`config.mk`:
```
export PLATFORM = sky130hd
export DESIGN_NAME = branch_redirect_ctrl
export DESIGN_NICKNAME = d
export VERILOG_FILES = /design/src/rtl/branch_ctrl_pkg.sv /design/src/rtl/event_counter.sv /design/src/rtl/branch_redirect_ctrl.sv
export SDC_FILE = /design/constraint.sdc
export NUM_CORES = 1
export LEC_CHECK = 0
export CAP_MARGIN = 30
export CORE_MARGIN = 8
export CORE_UTILIZATION = 35
export DETAILED_ROUTE_END_ITERATION = 6
export DONT_BUFFER_PORTS = 1
export PLACE_DENSITY = 0.56
export SETUP_SLACK_MARGIN = 0.15
export SYNTH_ARGS = -nofsm -noshare
export SYNTH_HDL_FRONTEND = slang
export SYNTH_SLANG_ARGS = --single-unit
```
`constraint.sdc`:
```
create_clock -name i_clk -period 3.4 [get_ports i_clk]
set_input_delay 1.02 -clock i_clk [delete_from_list [all_inputs] [get_ports i_clk]]
set_output_delay 1.02 -clock i_clk [all_outputs]
set_load 0.01 [all_outputs]
```
`src/rtl/branch_ctrl_pkg.sv`:
```
// Shared definitions for the branch redirect controller.
//   br_state_e    : redirect FSM states (IDLE = normal fetch, HOLD = redirect
//                   waiting for fetch to accept it)
//   DEFAULT_XLEN  : default PC/target width
//   DEFAULT_CNT_W : default performance counter width
package branch_ctrl_pkg;

    localparam int DEFAULT_XLEN  = 32;
    localparam int DEFAULT_CNT_W = 32;

    typedef enum logic {
        BR_IDLE = 1'b0,
        BR_HOLD = 1'b1
    } br_state_e;

endpackage : branch_ctrl_pkg

```
`src/rtl/event_counter.sv`:
```
// Wrap-around event counter.
// Ports:
//   i_clk    : clock, state on rising edge
//   i_rst_n  : synchronous active-low clear
//   i_inc    : count one event this cycle
//   o_count  : current count, unsigned modulo 2^W
module event_counter #(
    parameter int W = 32
) (
    input  logic         i_clk,
    input  logic         i_rst_n,
    input  logic         i_inc,
    output logic [W-1:0] o_count
);

    logic [W-1:0] count_q;

    always_ff @(posedge i_clk) begin
        if (!i_rst_n) begin
            count_q <= '0;
        end else if (i_inc) begin
            // All-ones rolls over to zero naturally.
            count_q <= count_q + W'(1);
        end
    end

    assign o_count = count_q;

endmodule : event_counter

```
`src/rtl/branch_redirect_ctrl.sv`:
```
// Control-flow redirect sequencer for the 5-stage pipeline.
// Takes the EX-stage branch/JAL decision, drives the fetch PC mux and the
// IF/ID and ID/EX flushes, holds a redirect until fetch accepts it, lets a
// flush override a load-use stall, and keeps branch performance counters.
// Ports:
//   i_clk, i_rst_n         : clock and synchronous active-low reset
//   i_ex_valid             : EX holds a real instruction
//   i_ex_is_branch/_is_jal : EX instruction class
//   i_ex_taken             : taken decision (includes JAL)
//   i_ex_target            : computed target
//   i_hz_stall             : load-use stall request
//   i_imem_ready           : fetch accepts a new PC this cycle
//   o_pc_sel/o_pc_redirect : fetch PC mux select and redirect address
//   o_flush_ifid/_idex     : squash wrong-path instructions
//   o_stall_ifid           : hold PC and IF/ID
//   o_redirect_pending     : FSM is in HOLD
//   o_misaligned           : one-cycle pulse after a misaligned target is accepted
//   o_br_count/o_taken_count : branch and taken-redirect event counters
module branch_redirect_ctrl
    import branch_ctrl_pkg::*;
#(
    parameter int XLEN  = DEFAULT_XLEN,
    parameter int CNT_W = DEFAULT_CNT_W
) (
    input  logic             i_clk,
    input  logic             i_rst_n,
    input  logic             i_ex_valid,
    input  logic             i_ex_is_branch,
    input  logic             i_ex_is_jal,
    input  logic             i_ex_taken,
    input  logic [XLEN-1:0]  i_ex_target,
    input  logic             i_hz_stall,
    input  logic             i_imem_ready,
    output logic             o_pc_sel,
    output logic [XLEN-1:0]  o_pc_redirect,
    output logic             o_flush_ifid,
    output logic             o_flush_idex,
    output logic             o_stall_ifid,
    output logic             o_redirect_pending,
    output logic             o_misaligned,
    output logic [CNT_W-1:0] o_br_count,
    output logic [CNT_W-1:0] o_taken_count
);

    br_state_e       state_q, state_d;
    logic [XLEN-1:0] tgt_q;
    logic            misaligned_q;
    logic            redirect_req;
    logic            idle_accept;
    logic            br_inc;
    logic            taken_inc;

    // Reset masks the request so nothing leaks out while the pipe is clearing.
    assign redirect_req = i_rst_n & i_ex_valid & i_ex_taken;
    assign idle_accept  = (state_q == BR_IDLE) & redirect_req;

    // EX inputs are bubbles during HOLD, so counting is restricted to IDLE.
    assign br_inc    = (state_q == BR_IDLE) & i_rst_n & i_ex_valid &
                       (i_ex_is_branch | i_ex_is_jal);
    assign taken_inc = idle_accept;

    always_ff @(posedge i_clk) begin
        if (!i_rst_n) begin
            state_q      <= BR_IDLE;
            tgt_q        <= '0;
            misaligned_q <= 1'b0;
        end else begin
            state_q      <= state_d;
            misaligned_q <= idle_accept & (|i_ex_target[1:0]);
            if (idle_accept && !i_imem_ready) begin
                tgt_q <= i_ex_target;
            end
        end
    end

    always_comb begin
        state_d            = state_q;
        o_pc_sel           = 1'b0;
        o_pc_redirect      = '0;
        o_flush_ifid       = 1'b0;
        o_flush_idex       = 1'b0;
        o_redirect_pending = 1'b0;
        unique case (state_q)
            BR_IDLE: begin
                if (redirect_req) begin
                    o_pc_sel      = 1'b1;
                    o_pc_redirect = i_ex_target;
                    o_flush_ifid  = 1'b1;
                    o_flush_idex  = 1'b1;
                    if (!i_imem_ready) begin
                        state_d = BR_HOLD;
                    end
                end
            end
            BR_HOLD: begin
                // The exit cycle still presents the held target.
                if (i_rst_n) begin
                    o_pc_sel           = 1'b1;
                    o_pc_redirect      = tgt_q;
                    o_flush_ifid       = 1'b1;
                    o_flush_idex       = 1'b1;
                    o_redirect_pending = 1'b1;
                end
                if (i_imem_ready) begin
                    state_d = BR_IDLE;
                end
            end
            default: state_d = BR_IDLE;
        endcase
    end

    // A stall coincident with a flush belongs to a wrong-path instruction.
    assign o_stall_ifid = i_hz_stall & ~o_flush_ifid;
    assign o_misaligned = misaligned_q;

    event_counter #(.W(CNT_W)) u_br_count (
        .i_clk   (i_clk),
        .i_rst_n (i_rst_n),
        .i_inc   (br_inc),
        .o_count (o_br_count)
    );

    event_counter #(.W(CNT_W)) u_taken_count (
        .i_clk   (i_clk),
        .i_rst_n (i_rst_n),
        .i_inc   (taken_inc),
        .o_count (o_taken_count)
    );

endmodule : branch_redirect_ctrl

```
**Word-level counts from Yosys, hierarchy flattened**

Index checks and enable logic that the tools add are counted.

- Register bits after elaboration: 98
- Bits of input ports: 40
- Output and inout bits: 102

- Add/sub/neg operators: 2
- Multiplexer cells: 10
- Bitwise operators: 11
- Reductions and logical operators: 3

Operators with widths:

| cell | number |
|---|---|
| 32-bit by 1-bit adder with 32-bit output (second input constant) | 2 |
| 32-bit two-way mux | 2 |
| 32-bit case mux with 2 select lines | 1 |
| 1-bit bitwise AND | 8 |
| 1-bit two-way mux | 5 |
| 1-bit case mux with 2 select lines | 2 |
| 1-bit inverter | 2 |
| 2-bit OR reduction | 1 |
| 1-bit logical AND | 1 |
| 1-bit zero test | 1 |
| 1-bit bitwise OR | 1 |

**Logic depth before layout (Yosys ltp)**

Gate-level depths: netlist (run 1).

- Depth after elaboration: 6
- Depth in mapped cells: 7
- Depth with buffers taken out: 5

**Cells and area by module**

Synthesis (run 1) repeated with hierarchy kept, for this count alone.

- Cell total of the unflattened synthesis: 551
- Area total of the unflattened synthesis: 4,860.9 um^2

By module, submodules not included:

| module | instances | cells an instance | area each (um^2) | sequential area each (um^2) |
|---|---|---|---|---|
| event_counter | 2 | 176 | 1,562.7 | 640.6 |
| branch_redirect_ctrl | 1 | 199 | 1,735.4 | 680.7 |

**Worst setup path after synthesis (run 1)**

OpenSTA, ideal clock, no wires.

- Path kind: input to output
- Start: input port i_rst_n
- End: output port o_pc_redirect[10]
- Data arrival time: 2.155 ns
- Required time: 2.380 ns
- Path slack: 0.225 ns
- Stages on the path: 5
- Path buffers: 3
- Cells stage by stage: buf_6 and4b_1 clkbuf_1 buf_1 a22o_1

- Cells in the longest elaborated chain, start to end: 4
- Elaborated cells between the ends (all ways): 5
- Those cells by class: mux (3); bitwise (2)

Ends and longest elaborated chain:

| item | RTL line | RTL |
|---|---|---|
| from (decl) | branch_redirect_ctrl.sv:26 | `input logic i_rst_n,` |
| 1-bit bitwise AND (2 in a row) | branch_redirect_ctrl.sv:54 | `assign redirect_req = i_rst_n & i_ex_valid & i_ex_taken;` |
| 32-bit two-way mux | branch_redirect_ctrl.sv:85 | `if (redirect_req) begin` |
| 32-bit case mux with 2 select lines * | branch_redirect_ctrl.sv:83 | `unique case (state_q)` |
| to (decl) | branch_redirect_ctrl.sv:35 | `output logic [XLEN-1:0] o_pc_redirect,` |

Mark *: on every way between the ends. The rest lies on a longest branch, timed or not.

**Worst setup path in the final report (run 1)**

- Start: input port i_ex_taken
- End: output port o_pc_redirect[17]

- Cells in the longest elaborated chain, start to end: 3

Ends and longest elaborated chain:

| item | RTL line | RTL |
|---|---|---|
| from (decl) | branch_redirect_ctrl.sv:30 | `input logic i_ex_taken,` |
| 1-bit bitwise AND | branch_redirect_ctrl.sv:54 |  |
| 32-bit two-way mux | branch_redirect_ctrl.sv:85 |  |
| 32-bit case mux with 2 select lines | branch_redirect_ctrl.sv:83 |  |

Every way passes these cells.

==> results of run 1 <==
[power by group]
part,total (mW),internal [mW],switching [mW]
clock network,1.05,0.626,0.429
registers,1.17,1.16,0.0101
logic,0.0859,0.0281,0.0578
total,2.31,1.81,0.497
[final cells by class]
cell class	instances	area, µm²
multi-input combinational	420	2470
fill	1329	8020
clock buffer	13	270
timing repair buffer	8	72.6
clock inverter	2	35.0
tap	176	220
sequential	98	1960
inverter	10	37.5
[cell usage in the layout (no fill, tap or decap), types with 2 or more instances in the layout]
master     Yosys  routed
a21oi_1       74      74
a22o_1        32      32
and2_1         2       2
and3_1         3       3
and4_1         9       9
buf_4          2       7
clkbuf_16      0       9
clkbuf_8       0       3
dfxtp_1       98      98
ha_1           2       2
inv_1          9       9
mux2i_1        7       7
nand2_1      100     100
nand2b_1       7       7
nand3_1       14      14
nand4_1       19      19
nand4b_1       2       2
nor2_1        22      21
nor3_1         5       5
nor4_1        12      12
o21ai_0       20      20
o31ai_1       21      21
or3_1         20      20
or4_1         25      25
or4_4          3       3
xnor2_1       11      11
xor2_1         4       4
[tightest hold or removal path, stage by stage, from the launching register on]
cell	delay (ns)
dfxtp_1	0.31
nand2_1	0.05
a21oi_1	0.05
[state kept, by name (all words and copies together), names as in the netlist]
| name | cells |
|---|---|
| tgt_q | 32 |
| u_br_count.o_count | 32 |
| u_taken_count.o_count | 32 |
| o_misaligned | 1 |
| state_q | 1 |
[how the worst max path moves through the flow]
stage | start | to | slack, ns | depth (start not counted)
3_3_place_gp | i_ex_taken | o_pc_redirect[24] | 0.60 | 3
4_1_cts | i_ex_taken | o_pc_redirect[0] | 0.57 | 3
3_5_place_dp | i_ex_taken | o_pc_redirect[6] | 0.58 | 3
6_report | i_ex_taken | o_pc_redirect[17] | 0.57 | 3
2_1_floorplan | i_rst_n | o_pc_redirect[10] | 0.22 | 5
5_1_grt | i_ex_taken | o_pc_redirect[29] | 0.53 | 3
[per-stage QoR]
step / worst slack (ns) / utilization / power [mW] / hold WS [ns] / area, µm²
6_report: 0.567 / 0.387 / 2.31 / 0.459 / 5070
4_1_cts: 0.569 / 0.387 / 2.34 / 0.461 / 5070
5_1_grt: 0.527 / 0.387 / 2.39 / 0.474 / 5070
2_1_floorplan: 0.225 / - / 1.27 / 0.436 / 4640
3_3_place_gp: 0.603 / 0.364 / 1.28 / 0.445 / 4760
3_5_place_dp: 0.575 / 0.364 / 1.28 / 0.448 / 4760
[routing by layer]
layer	vias up	routed length [µm]
met3	20	1510
met2	170	6000
met4	2	235
met1	1965	5450
met5	-	8
li1	2041	-
[kinds of logic after synthesis]
group | count (synthesis) | share of synthesized area
xor+xnor | 15 | 0.0283
mux | 7 | 0.0151
compound gates | 149 | 0.199
fa+ha+maj | 2 | 0.00540
buf+inv | 47 | 0.0448
simple gates | 247 | 0.284
flops | 98 | 0.423
==> impl_metrics.env, run 1 <==
export IMPL_cap_violations=0
export IMPL_crit_path_end_kind="primary output"
export IMPL_synth_common_cells="nand2_1, dfxtp_1, a21oi_1, a22o_1, clkbuf_1"
export IMPL_ys_seq_elements=98
export IMPL_yosysMostFrequentCell="nand2_1"
export IMPL_clkSinkCount=98
export IMPL_worstPathCellList="and4b_1, buf_4, a22o_1"
export IMPL_hold_start="tgt_q[9]$_SDFFE_PN0P_"
export IMPL_hold_path_class="register to register"
export IMPL_fin_crit_sh=0.833
export IMPL_finalWirelength_mm=13.2
export IMPL_drv_slew=0
export IMPL_dieArea_um2=17200
export IMPL_max_freq_ghz=0.353
export IMPL_mappedNetlistArea_um2=4640
export IMPL_setup_viol=0
export IMPL_dp_cells=712
export IMPL_fin_crit_ns=2.83
export IMPL_synth_ff_type="dfxtp_1"
export IMPL_postCtsSetupBuffers=0
export IMPL_syn_nets=607
export IMPL_synth_top_area_cell="dfxtp_1"
export IMPL_grtUsageMet3=0.0747
export IMPL_cpLargestDelayFamily="buffers and inverters"
export IMPL_synth_edff_count=0
export IMPL_skew_ns=0.00899
export IMPL_timing_setup_tns_ns=0
export IMPL_globalplace_congestion=0.774
export IMPL_die_h_um=131
export IMPL_worstSetupStartpointType="primary input"
export IMPL_clk_pin_slew_ns=0.06
export IMPL_use_met1=0.170
export IMPL_worst_r2r_startpoint="u_br_count.o_count[9]$_SDFFE_PN0P_"
export IMPL_cp_slowest_cell="buf_4"
export IMPL_worstMarginPinSlew_ns=0.697
export IMPL_synth_distinct_cells=36
export IMPL_yosys_area_top_type_share=0.423
export IMPL_cpPeakStageDelay_ns=0.33
export IMPL_grt_max_degree=42
export IMPL_first_global_vias=4017
export IMPL_antennaDiodeCount=0
export IMPL_hpwl_mm=9.28
export IMPL_cts_tree="yes"
export IMPL_synthCells=565
export IMPL_antenna_found_initial=1
export IMPL_drtPass1Iterations=4
export IMPL_layout_drive_gt1_share=0.0544
export IMPL_ys_warn_count=0
export IMPL_synth_area_leaders="dfxtp_1, nand2_1, a21oi_1, a22o_1, or4_1"
export IMPL_r2r_slack_ns=0.97
export IMPL_critPathBufInv=1
export IMPL_status="complete, no violations"
export IMPL_initial_core_util=0.354
export IMPL_hold_end="tgt_q[9]$_SDFFE_PN0P_"
export IMPL_htreeDepth=3
export IMPL_clockRootBuffer="clkbuf_16"
export IMPL_first_iter_violations=251
export IMPL_grt_ovfl_total=0
export IMPL_core_area_um2=13100
export IMPL_ant_nets=0
export IMPL_hold_buffers=0
export IMPL_syn_to_final_growth_pct=9.28
export IMPL_peakVddDrop_v=0.000191
export IMPL_ioPinCount=142
export IMPL_row_count=42
export IMPL_crit_arrival_ns=1.81
export IMPL_crit_fanout=33
export IMPL_p_leak_nw=1.51
export IMPL_cts_buffers=9
export IMPL_grt_use_total=0.148
export IMPL_top_usage_layer="met2"
export IMPL_cts_resized=0
export IMPL_async_reset_ff_frac=0
export IMPL_wire_per_inst_um=18.1
export IMPL_hold_violations=0
export IMPL_grt_pass1_wl_mm=21.3
export IMPL_clk_path_buf_depth=2
export IMPL_rsz0062_at_grt="false"
export IMPL_vias_per_cell=5.77
export IMPL_instances_no_fill=727
export IMPL_syn_mean_instance_area_um2=8.21
export IMPL_route_detailed_drc=0
export IMPL_fp_dieW_um=131
export IMPL_layout_nets=589
export IMPL_port_buffers=0
export IMPL_rr_worst_depth=4
export IMPL_slew_headroom=0.534
export IMPL_critical_path_class="primary input to primary output"
export IMPL_insertion_delay_ns=0.34
export IMPL_worst_ep_required_time_ns=2.38
export IMPL_ys_seq_area_frac=0.423
export IMPL_gr_usage_met2=0.230
export IMPL_power_density_nw_per_um2=456
export IMPL_whs_path_depth=2
export IMPL_r2r_end="u_br_count.o_count[30]$_SDFFE_PN0P_"
export IMPL_via_count=4198
Power figures use the tool's default switching activity.
==> run 2, diff against run 1 <==
--- a/config.mk
+++ b/config.mk
@@ -10,7 +10,7 @@
 export CORE_UTILIZATION = 35
 export DETAILED_ROUTE_END_ITERATION = 6
 export DONT_BUFFER_PORTS = 1
-export PLACE_DENSITY = 0.56
+export PLACE_DENSITY = 0.58
 export SETUP_SLACK_MARGIN = 0.15
 export SYNTH_ARGS = -nofsm -noshare
 export SYNTH_HDL_FRONTEND = slang
==> constraint.sdc (replaced) <==
create_clock -name i_clk -period 2.5 [get_ports i_clk]
set_input_delay 0.75 -clock i_clk [delete_from_list [all_inputs] [get_ports i_clk]]
set_output_delay 0.75 -clock i_clk [all_outputs]
set_load 0.01 [all_outputs]
==> run 2 against run 1 <==
- combinational power increased by 42%
- wire length decreased by 2.3%
- die area unchanged
- flip-flop and latch count is the same
- sequential power rose by 36%
- critical path depth unchanged
- core utilization increased by 0.90 points
- highest routed layer unchanged
- design area increased by 2.3%
- worst hold slack worse by 0.0036 ns
- largest power group unchanged
- clock skew fell by 0.0043 ns
- via count grew 1.4%
- register-to-register slack worse by 0.63 ns
==> impl_metrics.env, run 2 (synthesized netlist as in run 1, its figures left out) <==
export IMPL_power_density_nw_per_um2=584
export IMPL_die_h_um=131
export IMPL_fin_crit_ns=2.22
export IMPL_rsz0062_at_grt="false"
export IMPL_insertion_delay_ns=0.34
export IMPL_ioPinCount=142
export IMPL_postCtsSetupBuffers=0
export IMPL_grt_use_total=0.149
export IMPL_dieArea_um2=17200
export IMPL_slew_headroom=0.644
export IMPL_first_iter_violations=211
export IMPL_peakVddDrop_v=0.000247
export IMPL_clk_pin_slew_ns=0.06
export IMPL_crit_fanout=38
export IMPL_cap_violations=0
export IMPL_cts_buffers=9
export IMPL_drv_slew=0
export IMPL_worstSetupStartpointType="primary input"
export IMPL_syn_to_final_growth_pct=11.8
export IMPL_p_leak_nw=1.59
export IMPL_fin_crit_sh=0.888
export IMPL_hold_path_class="register to register"
export IMPL_core_area_um2=13100
export IMPL_final_cell_mix="nand2_1, dfxtp_1, a21oi_1, a22o_1, or4_1"
export IMPL_clk_path_buf_depth=2
export IMPL_globalplace_congestion=0.808
export IMPL_cts_tree="yes"
export IMPL_utilization=0.396
export IMPL_clkSinkCount=98
export IMPL_critical_path_class="primary input to primary output"
export IMPL_cts_resized=0
export IMPL_setup_viol=0
export IMPL_grt_max_degree=50
export IMPL_fp_dieW_um=131
export IMPL_finalWirelength_mm=12.9
export IMPL_worst_ep_required_time_ns=1.75
export IMPL_crit_arrival_ns=1.47
export IMPL_antenna_found_initial=1
export IMPL_grt_ovfl_total=0
export IMPL_layout_nets=606
export IMPL_worstMarginPinSlew_ns=0.534
export IMPL_hpwl_mm=9.21
export IMPL_status="complete, no violations"
export IMPL_hold_violations=0
export IMPL_first_global_vias=4136
export IMPL_nFillCells=1322
export IMPL_clockRootBuffer="clkbuf_16"
export IMPL_vias_per_cell=5.71
export IMPL_crit_path_end_kind="primary output"
export IMPL_htreeDepth=3
export IMPL_drtPass1Iterations=5
export IMPL_layout_drive_gt1_share=0.0844
export IMPL_grt_pass1_wl_mm=21.3
export IMPL_hold_buffers=0
export IMPL_antennaDiodeCount=0
export IMPL_via_count=4255
export IMPL_port_buffers=0
export IMPL_wire_per_inst_um=17.3
export IMPL_skew_ns=0.00471
export IMPL_timing_setup_tns_ns=0
export IMPL_route_detailed_drc=0
export IMPL_max_freq_ghz=0.451
export IMPL_row_count=42
export IMPL_ant_nets=0
export IMPL_initial_core_util=0.354
export IMPL_final_common_cell="nand2_1"
==> run 2: cell types whose count changed in the layout (fill, tap and decap cells not counted), sizes merged <==
| cell | change |
|---|---|
| bufinv | -1 |
| buf | +17 |
| clkinvlp | +1 |
| clkinv | +2 |
| clkbuf | -1 |
==> run 2: cell type report <==
cell class / count / area [µm²] / share of cell area
flip-flops and latches: 98 / 1960 / 0.378
clock buffers: 12 / 256 / 0.0495
well taps: 176 / 220 / 0.0425
multi-input cells: 420 / 2470 / 0.476
inverters: 10 / 37.5 / 0.00724
clock inverters: 4 / 26.3 / 0.00507
repair buffers: 25 / 213 / 0.0410
==> run 2: worst max-delay path, stage by stage <==
cell and delay (ns):
and4b_1 0.24, buf_12 0.21, a22o_1 0.25
==> run 2: power by group <==
part	internal [mW]	total (mW)	switching (mW)
registers	1.58	1.59	0.0103
clock network	0.728	1.32	0.594
logic	0.0402	0.122	0.0813
total	2.34	3.03	0.686
==> run 2: per-stage QoR <==
step	setup WS, ns	instance area (µm²)	hold WS, ns	power [mW]	instances
CTS	0.243	5180	0.454	3.09	745
global route	0.185	5180	0.465	3.16	745
detailed placement	0.142	4900	0.449	1.75	729
finish	0.281	5180	0.456	3.03	745
global placement	0.166	4900	0.441	1.74	729
floorplan	0.149	4660	0.436	1.72	565
==> run 2: layer usage <==
| layer | up-vias | wire (µm) | GRT usage |
|---|---|---|---|
| met5 | - | 10 | 0 |
| met4 | 2 | 336 | 0.0704 |
| met3 | 24 | 1260 | 0.0652 |
| met2 | 137 | 6210 | 0.245 |
| met1 | 2011 | 5070 | 0.161 |
| li1 | 2081 | - | - |
==> run 2: final timing paths <==
| path | start | endpoint | slack (ns) | cells past startpoint |
|---|---|---|---|---|
| max | i_ex_taken | o_pc_redirect[27] | 0.28 | 3 |
| max reg2reg | u_br_count.o_count[4]$_SDFFE_PN0P_ | u_br_count.o_count[23]$_SDFFE_PN0P_ | 0.34 | 4 |
| min reg2reg | tgt_q[31]$_SDFFE_PN0P_ | tgt_q[31]$_SDFFE_PN0P_ | 0.46 | 2 |
| min | tgt_q[31]$_SDFFE_PN0P_ | tgt_q[31]$_SDFFE_PN0P_ | 0.46 | 2 |
==> run 3, diff against run 2 <==
--- a/config.mk
+++ b/config.mk
@@ -6,7 +6,7 @@
 export NUM_CORES = 1
 export LEC_CHECK = 0
 export CAP_MARGIN = 30
-export CORE_MARGIN = 8
+export CORE_MARGIN = 2
 export CORE_UTILIZATION = 35
 export DETAILED_ROUTE_END_ITERATION = 6
 export DONT_BUFFER_PORTS = 1
==> run 3 against run 2 <==
- wire length decreased by 5.7%
- core utilization increased by 0.20 points
- flip-flop and latch count unchanged
- global-route usage rose by 2.0 points
- fmax shrank 0.89%
- first-iteration DRC count up 31%
- die area down 17%
- critical path type is now register to primary output
- critical endpoint is now o_pc_redirect[25]
- largest cell class unchanged
- largest power group unchanged
==> impl_metrics.env, run 3 (synthesized netlist as in run 1, its figures left out) <==
export IMPL_status="complete, no violations"
export IMPL_antenna_found_initial=0
export IMPL_skew_ns=0.00830
export IMPL_first_global_vias=3958
export IMPL_slew_headroom=0.710
export IMPL_cts_resized=0
export IMPL_core_area_um2=13100
export IMPL_clk_path_buf_depth=2
export IMPL_die_h_um=119
export IMPL_power_switching_mw=0.677
export IMPL_postPlaceCellArea_um2=4900
export IMPL_worstPathCellList="and4b_1, buf_12, a22o_1"
export IMPL_drtPass1Iterations=4
export IMPL_worstMarginPinSlew_ns=0.431
export IMPL_critPathBufInv=1
export IMPL_cts_buffers=9
export IMPL_insertion_delay_ns=0.35
export IMPL_hold_path_class="register to register"
export IMPL_first_iter_violations=277
export IMPL_p_leak_nw=1.59
export IMPL_globalplace_congestion=0.772
export IMPL_antennaDiodeCount=0
export IMPL_grt_use_total=0.169
export IMPL_port_buffers=0
export IMPL_internal_power_mw=2.53
export IMPL_fp_dieW_um=119
export IMPL_dieArea_um2=14200
export IMPL_crit_arrival_ns=1.49
export IMPL_htreeDepth=3
export IMPL_cpLargestDelayFamily="flip-flops"
export IMPL_power_density_nw_per_um2=615
export IMPL_instances_no_fill=741
export IMPL_hold_violations=0
export IMPL_layout_nets=602
export IMPL_grt_ovfl_total=0
export IMPL_syn_to_final_growth_pct=12.4
export IMPL_clockRootBuffer="clkbuf_16"
export IMPL_cp_slowest_cell="dfxtp_1"
export IMPL_critical_path_class="register to primary output"
export IMPL_final_common_cell="nand2_1"
export IMPL_timing_setup_tns_ns=0
export IMPL_fin_crit_ns=2.24
export IMPL_ant_nets=0
export IMPL_finalWirelength_mm=12.2
export IMPL_via_count=4217
export IMPL_clk_pin_slew_ns=0.06
export IMPL_rsz0062_at_grt="false"
export IMPL_final_cell_mix="nand2_1, dfxtp_1, a21oi_1, a22o_1, or4_1"
export IMPL_grt_max_degree=51
export IMPL_initial_core_util=0.354
export IMPL_fin_crit_sh=0.896
export IMPL_drv_slew=0
export IMPL_worstSetupStartpointType="register"
export IMPL_vias_per_cell=5.69
export IMPL_cts_tree="yes"
export IMPL_power_mw=3.20
export IMPL_postCtsSetupBuffers=0
export IMPL_max_freq_ghz=0.447
export IMPL_dp_cells=725
export IMPL_swShare=0.211
export IMPL_crit_path_end_kind="primary output"
export IMPL_ioPinCount=142
export IMPL_route_detailed_drc=0
export IMPL_clockPowerShare=0.465
export IMPL_post_route_cell_area_um2=5210
export IMPL_wire_per_inst_um=16.4
export IMPL_utilization=0.398
export IMPL_hold_buffers=0
export IMPL_setup_viol=0
export IMPL_worst_ep_required_time_ns=1.75
export IMPL_peakVddDrop_v=0.000263
export IMPL_clkSinkCount=98
export IMPL_row_count=42
export IMPL_grt_pass1_wl_mm=19.5
export IMPL_layout_drive_gt1_share=0.0726
export IMPL_cpPeakStageDelay_ns=0.35
export IMPL_crit_fanout=38
export IMPL_cap_violations=0
export IMPL_hpwl_mm=8.35
export IMPL_power_frac_seq=0.495
export IMPL_power_frac_comb=0.039
## run 3: final cells by class
class	count	area [µm²]
Inverter	10	37.5
Multi-Input combinational cell	420	2470
Sequential cell	98	1960
Tap cell	176	220
Clock buffer	14	254
Timing Repair Buffer	21	208
Fill cell	1312	7870
Clock inverter	2	60.1
## run 3: power by group through the flow
stage | clock network, mW | registers (mW) | logic [mW]
2_1_floorplan | 0 | 1.62 | 0.103
3_3_place_gp | 0 | 1.62 | 0.125
3_5_place_dp | 0 | 1.62 | 0.128
4_1_cts | 1.53 | 1.59 | 0.128
5_1_grt | 1.60 | 1.59 | 0.140
6_report | 1.49 | 1.59 | 0.126
## run 3: routing by layer
metal | vias up | wire length [µm] | GRT usage
met5 | - | 0 | 0
met4 | 0 | 206 | 0.0707
met3 | 13 | 1000 | 0.0599
met2 | 132 | 5790 | 0.277
met1 | 2004 | 5160 | 0.200
li1 | 2068 | - | -
## run 3: through the flow
stage          setup WS (ns)  hold WS (ns)
2_1_floorplan          0.149         0.436
3_3_place_gp           0.188         0.443
3_5_place_dp           0.171         0.451
4_1_cts                0.240         0.457
5_1_grt                0.173         0.458
6_report               0.261         0.458
## run 3: worst register-to-register path, cell delays in order, from the launching register on
cell and delay (ns):
dfxtp_1 0.46, nand4_1 0.25, or4_4 0.71, or4_1 0.55, a21oi_1 0.15
## run 3: worst paths after layout
| kind | start | end | slack (ns) | depth (start not counted) |
|---|---|---|---|---|
| setup / recovery | state_q$_SDFF_PN0_ | o_pc_redirect[25] | 0.26 | 3 |
| hold / removal | tgt_q[8]$_SDFFE_PN0P_ | tgt_q[8]$_SDFFE_PN0P_ | 0.46 | 2 |
| setup reg to reg | u_br_count.o_count[3]$_SDFFE_PN0P_ | u_br_count.o_count[23]$_SDFFE_PN0P_ | 0.33 | 4 |
| hold reg to reg | tgt_q[8]$_SDFFE_PN0P_ | tgt_q[8]$_SDFFE_PN0P_ | 0.46 | 2 |
